`src/rtl/apb_mem_bridge_if.sv`:
```
// Signal bundle between the APB controller, the apb_mem_bridge completer and the
// synchronous SRAM port. Names are given from the bridge's point of view.
interface apb_mem_bridge_if #(
    parameter int ADDR_WIDTH  = 16,
    parameter int DATA_WIDTH  = 16,
    parameter int PADDR_WIDTH = 32
);
    logic                   i_psel;
    logic                   i_penable;
    logic                   i_pwrite;
    logic [PADDR_WIDTH-1:0] i_paddr;
    logic [DATA_WIDTH-1:0]  i_pwdata;
    logic [DATA_WIDTH-1:0]  o_prdata;
    logic                   o_pready;
    logic                   o_pslverr;

    logic                   o_mem_en;
    logic                   o_mem_wr;
    logic [ADDR_WIDTH-1:0]  o_mem_addr;
    logic [DATA_WIDTH-1:0]  o_mem_data_w;
    logic [DATA_WIDTH-1:0]  i_mem_data_r;

    // Bridge side.
    modport slave (
        input  i_psel, i_penable, i_pwrite, i_paddr, i_pwdata, i_mem_data_r,
        output o_prdata, o_pready, o_pslverr,
        output o_mem_en, o_mem_wr, o_mem_addr, o_mem_data_w
    );

    // Controller side, which here also owns the memory read-data return.
    modport master (
        output i_psel, i_penable, i_pwrite, i_paddr, i_pwdata, i_mem_data_r,
        input  o_prdata, o_pready, o_pslverr,
        input  o_mem_en, o_mem_wr, o_mem_addr, o_mem_data_w
    );
endinterface

```
`src/rtl/apb_mem_bridge.sv`:
```
// APB3 completer driving a single-port synchronous SRAM: one memory access per
// transfer, optional registered wait states, PSLVERR for out-of-range addresses.
module apb_mem_bridge #(
    parameter int ADDR_WIDTH  = 16,
    parameter int DATA_WIDTH  = 16,
    parameter int PADDR_WIDTH = 32,
    parameter int WAIT_STATES = 0
) (
    input  logic              i_clk,
    input  logic              i_rst_n,
    apb_mem_bridge_if.slave   bus
);

    typedef enum logic [2:0] {
        IDLE  = 3'd0,
        ISSUE = 3'd1,
        RDCAP = 3'd2,
        WAIT  = 3'd3,
        RESP  = 3'd4
    } state_t;

    localparam bit       HAS_WAIT  = (WAIT_STATES > 0);
    localparam logic [3:0] WAIT_LOAD = 4'((WAIT_STATES > 0) ? (WAIT_STATES - 1) : 0);

    state_t                state_reg, state_next;
    logic                  err_reg, err_next;
    logic [3:0]            cnt_reg, cnt_next;
    logic                  mem_wr_reg, mem_wr_next;
    logic [ADDR_WIDTH-1:0] mem_addr_reg, mem_addr_next;
    logic [DATA_WIDTH-1:0] mem_data_w_reg, mem_data_w_next;
    logic [DATA_WIDTH-1:0] prdata_reg, prdata_next;
    logic                  addr_oor;

    // Any set bit above the memory word-address range is a slave error.
    generate
        if (PADDR_WIDTH > ADDR_WIDTH) begin : g_oor
            assign addr_oor = |bus.i_paddr[PADDR_WIDTH-1:ADDR_WIDTH];
        end else begin : g_no_oor
            assign addr_oor = 1'b0;
        end
    endgenerate

    always_ff @(posedge i_clk or negedge i_rst_n) begin
        if (!i_rst_n) begin
            state_reg      <= IDLE;
            err_reg        <= 1'b0;
            cnt_reg        <= '0;
            mem_wr_reg     <= 1'b0;
            mem_addr_reg   <= '0;
            mem_data_w_reg <= '0;
            prdata_reg     <= '0;
        end else begin
            state_reg      <= state_next;
            err_reg        <= err_next;
            cnt_reg        <= cnt_next;
            mem_wr_reg     <= mem_wr_next;
            mem_addr_reg   <= mem_addr_next;
            mem_data_w_reg <= mem_data_w_next;
            prdata_reg     <= prdata_next;
        end
    end

    always_comb begin
        state_next      = state_reg;
        err_next        = err_reg;
        cnt_next        = cnt_reg;
        mem_wr_next     = mem_wr_reg;
        mem_addr_next   = mem_addr_reg;
        mem_data_w_next = mem_data_w_reg;
        prdata_next     = prdata_reg;

        case (state_reg)
            IDLE: begin
                if (bus.i_psel && !bus.i_penable) begin
                    mem_wr_next     = bus.i_pwrite;
                    mem_addr_next   = bus.i_paddr[ADDR_WIDTH-1:0];
                    mem_data_w_next = bus.i_pwdata;
                    if (addr_oor) begin
                        state_next = RESP;
                        err_next   = 1'b1;
                        if (!bus.i_pwrite) begin
                            prdata_next = '0;
                        end
                    end else begin
                        state_next = ISSUE;
                    end
                end
            end
            ISSUE: begin
                if (!mem_wr_reg) begin
                    state_next = RDCAP;
                end else if (HAS_WAIT) begin
                    state_next = WAIT;
                    cnt_next   = WAIT_LOAD;
                end else begin
                    state_next = RESP;
                end
            end
            RDCAP: begin
                // Memory returns data the cycle after the enabled edge.
                prdata_next = bus.i_mem_data_r;
                if (HAS_WAIT) begin
                    state_next = WAIT;
                    cnt_next   = WAIT_LOAD;
                end else begin
                    state_next = RESP;
                end
            end
            WAIT: begin
                if (cnt_reg == 4'd0) begin
                    state_next = RESP;
                end else begin
                    cnt_next = cnt_reg - 4'd1;
                end
            end
            RESP: begin
                state_next = IDLE;
                err_next   = 1'b0;
            end
            default: begin
                state_next = IDLE;
            end
        endcase
    end

    assign bus.o_pready     = (state_reg == RESP);
    assign bus.o_pslverr    = (state_reg == RESP) && err_reg;
    assign bus.o_mem_en     = (state_reg == ISSUE);
    assign bus.o_mem_wr     = mem_wr_reg;
    assign bus.o_mem_addr   = mem_addr_reg;
    assign bus.o_mem_data_w = mem_data_w_reg;
    assign bus.o_prdata     = prdata_reg;

endmodule
```
`src/flat_wrapper.sv`:
```
// flat-port wrapper written by rule: the top's interface ports become plain ports
module apb_mem_bridge_flat 
#(
    parameter int ADDR_WIDTH  = 16,
    parameter int DATA_WIDTH  = 16,
    parameter int PADDR_WIDTH = 32,
    parameter int WAIT_STATES = 0
)
  (i_clk, i_rst_n, bus_i_psel, bus_i_penable, bus_i_pwrite, bus_i_paddr, bus_i_pwdata, bus_i_mem_data_r, bus_o_prdata, bus_o_pready, bus_o_pslverr, bus_o_mem_en, bus_o_mem_wr, bus_o_mem_addr, bus_o_mem_data_w);
  apb_mem_bridge_if #(.ADDR_WIDTH(ADDR_WIDTH), .DATA_WIDTH(DATA_WIDTH), .PADDR_WIDTH(PADDR_WIDTH)) bus_i ();
  input  logic i_clk;
  input  logic i_rst_n;
  input wire logic [$bits(bus_i.i_psel)-1:0] bus_i_psel;
  input wire logic [$bits(bus_i.i_penable)-1:0] bus_i_penable;
  input wire logic [$bits(bus_i.i_pwrite)-1:0] bus_i_pwrite;
  input wire logic [$bits(bus_i.i_paddr)-1:0] bus_i_paddr;
  input wire logic [$bits(bus_i.i_pwdata)-1:0] bus_i_pwdata;
  input wire logic [$bits(bus_i.i_mem_data_r)-1:0] bus_i_mem_data_r;
  output wire logic [$bits(bus_i.o_prdata)-1:0] bus_o_prdata;
  output wire logic [$bits(bus_i.o_pready)-1:0] bus_o_pready;
  output wire logic [$bits(bus_i.o_pslverr)-1:0] bus_o_pslverr;
  output wire logic [$bits(bus_i.o_mem_en)-1:0] bus_o_mem_en;
  output wire logic [$bits(bus_i.o_mem_wr)-1:0] bus_o_mem_wr;
  output wire logic [$bits(bus_i.o_mem_addr)-1:0] bus_o_mem_addr;
  output wire logic [$bits(bus_i.o_mem_data_w)-1:0] bus_o_mem_data_w;
  assign bus_i.i_psel = bus_i_psel;
  assign bus_i.i_penable = bus_i_penable;
  assign bus_i.i_pwrite = bus_i_pwrite;
  assign bus_i.i_paddr = bus_i_paddr;
  assign bus_i.i_pwdata = bus_i_pwdata;
  assign bus_i.i_mem_data_r = bus_i_mem_data_r;
  assign bus_o_prdata = bus_i.o_prdata;
  assign bus_o_pready = bus_i.o_pready;
  assign bus_o_pslverr = bus_i.o_pslverr;
  assign bus_o_mem_en = bus_i.o_mem_en;
  assign bus_o_mem_wr = bus_i.o_mem_wr;
  assign bus_o_mem_addr = bus_i.o_mem_addr;
  assign bus_o_mem_data_w = bus_i.o_mem_data_w;
  apb_mem_bridge #(.ADDR_WIDTH(ADDR_WIDTH), .DATA_WIDTH(DATA_WIDTH), .PADDR_WIDTH(PADDR_WIDTH), .WAIT_STATES(WAIT_STATES)) u_core (.i_clk(i_clk), .i_rst_n(i_rst_n), .bus(bus_i));
endmodule
```
`config.mk`:
```
export PLATFORM = sky130hd
export DESIGN_NAME = apb_mem_bridge_flat
export DESIGN_NICKNAME = d
export VERILOG_FILES = /design/src/rtl/apb_mem_bridge_if.sv /design/src/rtl/apb_mem_bridge.sv /design/src/flat_wrapper.sv
export SDC_FILE = /design/constraint.sdc
export NUM_CORES = 1
export LEC_CHECK = 0
export ABC_AREA = 1
export BUFFER_PORTS_ARGS = -buffer_cell sky130_fd_sc_hd__clkbuf_2
export CORE_ASPECT_RATIO = 0.5
export CORE_MARGIN = 5
export CORE_UTILIZATION = 48
export CTS_CLUSTER_DIAMETER = 50
export DETAILED_ROUTE_END_ITERATION = 8
export GPL_TIMING_DRIVEN = 0
export PLACE_DENSITY_LB_ADDON = 0.25
export SLEW_MARGIN = 20
export SYNTH_ARGS = -nofsm -noshare
export SYNTH_HDL_FRONTEND = slang
export SYNTH_SLANG_ARGS = --single-unit
```
`constraint.sdc`:
```
create_clock -name i_clk -period 3.6 [get_ports i_clk]
set_input_delay 0.72 -clock i_clk [delete_from_list [all_inputs] [get_ports i_clk]]
set_output_delay 0.72 -clock i_clk [all_outputs]
set_load 0.02 [all_outputs]
```
==> results by group <==
Yosys
  • Mux cell area share after synthesis: 0%
  • Register area share after synthesis: roughly three fifths
  • Syn Area/Cell: around 8.5 sq um
  • Synth Area in Compound Gates: under 10%
  • Synth warn: 0
  • Adder-cell area share of the yosys netlist: less than 1%
  • Syn_nets: 344
  • Simple-gate area share of the yosys netlist: 31.9%
  • Xor and xnor area share after synthesis: 0.751%
  • Largest family of logic cells by synthesized area: simple AND/OR/NAND/NOR gates
  • Mapped Area: approximately 2300 sq um
  • Cell count after synthesis: between 200 and 300
  • #FFs+latches synth: 57
  • Synth cell types: 24

Setup path
  • R2R depth: 7
  • Setup crit end: bus_o_mem_en
  • Crit path capture type: output pin
  • Worst path required time: 2.88 ns
  • Max FO, Critical Path: 6
  • R2R Path End: u_core.bus.o_mem_addr[9]
  • Reg-to-reg startpoint: u_core.state_reg[0]
  • Reg2Reg Setup Slack: between 2 and 2.5 ns
  • CP Data Arrival Time: 1.31 ns
  • Kind of critical path: flip-flop to output pin
  • CP startpoint: u_core.state_reg[2]
  • Setup crit start kind: flip-flop

Pwr
  • Leak: between 0.0015 and 0.002 uW
  • Pwr/cell area: between 600 and 700 nW/um^2
  • Peak VDD IR: roughly 0.55 mV

Global routing
  • Total grt overflow: 0
  • All-Layer GR Usage: a little under a fifth
  • Vias in the first global route: slightly above 2000
  • Largest net degree at the start of global routing: 58
  • First-pass GRT wire length: roughly 9300 um
  • Antenna violations before repair: 0

CTS
  • Root buffer cell: clkbuf_8
  • Clock-pin slew on the worst setup and hold paths: 0.07 ns
  • Postcts setup bufs: 0
  • Num Clock Sinks: 57
  • Post-CTS sizing: 0
  • # hold bufs at CTS: 0
  • Clock buffer depth: 2
  • TritonCTS clock tree: yes
  • Clock latency at the later pin of the worst-skew pair: approximately 0.33 ns
  • CTS H-tree lvls: 3
  • CTS Buf Count: 9

Floorplanning
  • Die Area: between 6000 and 7000 sq um
  • Die X: 109 um
  • Starting Density: 51.2%
  • I/O pin count: 121
  • Core Footprint: around 4600 sq um
  • Row Count: 17
  • Die Y: around 60 um

Layout
  • Ant. Diodes: 0
  • Finished Layout Cells: about 480
  • Final Core Density: between 70% and 80%
  • Nets: between 400 and 500
  • Fillers: 396
  • Share of cells above drive strength 1: between 30% and 40%
  • Post-Layout Inst Area: about 3200 sq um
  • Area delta synth->final: 37.3%

Run
  • Max cap viols: 0

STA
  • Clk_skew: 0.00682 ns
  • Worst slew pin tran: around 0.74 ns
  • Worst hold slack: around 0.47 ns
  • Slew HR: about 51%
  • Tmin final: 2.03 ns
  • Tcrit/Tclk final: between 50% and 60%
  • Final setup vio count: 0
  • Setup_tns: 0 ns
  • Slew Viols, Final: 0
  • Final hold violations: 0
  • RSZ-0062 raised after global routing: no
  • Highest clock rate: about 500 MHz

Placed design
  • Placed Instances: 460
  • Detailed placement HPWL: about 4300 um
  • GP Congestion: between 0.7 and 0.8
  • Number of port buffers: 120
  • Placed cell area: 3020 sq um

Drt
  • Wire per inst: 11.8 um
  • Post-route ant nets: 0
  • Post-Route WL: between 5000 and 6000 um
  • Vias: about 2100
  • Initial DRC count: 151
  • Via density: between 4 and 5
  • Initial DRT Pass Iterations: 4
  • DRC violations left: 0

Status
  • Status: finished, final reports clean

Hold path
  • Hold Path Class: primary input to asynchronous set/reset pin
metrics by stage:
step | worst slack (ns) | total power (uW)
detailed placement | 1.82 | 1670
finish | 1.57 | 2210
global route | 1.44 | 2360
global placement | 1.65 | 1660
CTS | 1.55 | 2240
floorplan | 1.97 | 1380
cells in the final DEF, fill, tap and decap left out, types with 2 or more instances in the layout:
cell | synthesis | routed
nand3_1 | 2 | 2
xor2_1 | 2 | 2
clkbuf_1 | 3 | 3
dfrtp_1 | 57 | 57
nor2_1 | 16 | 16
o21ai_0 | 3 | 3
clkbuf_2 | 0 | 119
clkbuf_8 | 0 | 9
inv_1 | 8 | 8
clkinv_2 | 0 | 3
buf_4 | 4 | 4
inv_2 | 2 | 2
nand2_1 | 162 | 162
nand3_2 | 2 | 2
clkinvlp_4 | 0 | 2
worst max-delay path, cell delays in order, from the launching register on:
cell and delay [ns]:
dfrtp_1 0.47, inv_1 0.11, nand2_1 0.09, nor2_1 0.13, clkbuf_2 0.19
worst min path at each step:
stage / start / end / slack [ns] / cells after the start
5_1_grt: u_core.err_reg / u_core.err_reg / 0.49 / 2
3_5_place_dp: u_core.bus.o_prdata[15] / u_core.bus.o_prdata[15] / 0.46 / 2
3_3_place_gp: u_core.bus.o_prdata[12] / u_core.bus.o_prdata[12] / 0.45 / 2
4_1_cts: u_core.bus.o_prdata[15] / u_core.bus.o_prdata[15] / 0.48 / 2
2_1_floorplan: i_rst_n / u_core.bus.o_mem_addr[0] / 0.42 / 0
6_report: i_rst_n / u_core.bus.o_mem_addr[7] / 0.47 / 1
cell type report:
class	count	area, sq um	area share (%)
timing repair buffer	120	603	18.8
inverter	10	37.5	1.17
clock inverter	6	60.1	1.88
tap	66	82.6	2.58
buffer	8	46.3	1.45
multi-input combinational	199	822	25.7
sequential	57	1430	44.5
clock buffer	9	124	3.87
routing by layer:
metal,vias up,global-route usage [%],part of all wire [%]
met4,0,6.12,1.3
met3,6,7.18,7.5
met1,963,22.3,43
met2,76,31.9,48
li1,1094,-,-
met5,-,0,0
synth_stat cells, drive strengths merged:
cell    number  area (sq um)
clkbuf       3          11.3
nand3        4          30.0
and3         1          6.26
a211oi       1          7.51
nand2      163           614
nand4        1          6.26
o22ai        1          6.26
buf          5          35.0
nor3         1          10.0
o21ai        5          28.8
dfrtp       57          1430
ha           1          12.5
a21oi        1          5.00
nor2        18          77.6
xor2         2          17.5
inv         10          37.5
logic make-up after synthesis:
logic type                 after synthesis
adders and majority gates                1
and+or+nand+nor                        188
DFF                                     57
xor gates and xnor gates                 2
buffers and inverters                   18
AOI/OAI and AO/OA                        8
report_power, final:
part | total [uW] | internal [uW] | switching (uW)
registers | 921 | 816 | 105
logic | 735 | 251 | 483
clock network | 555 | 311 | 244
total | 2210 | 1380 | 832
(Power assumes the default switching activity.)
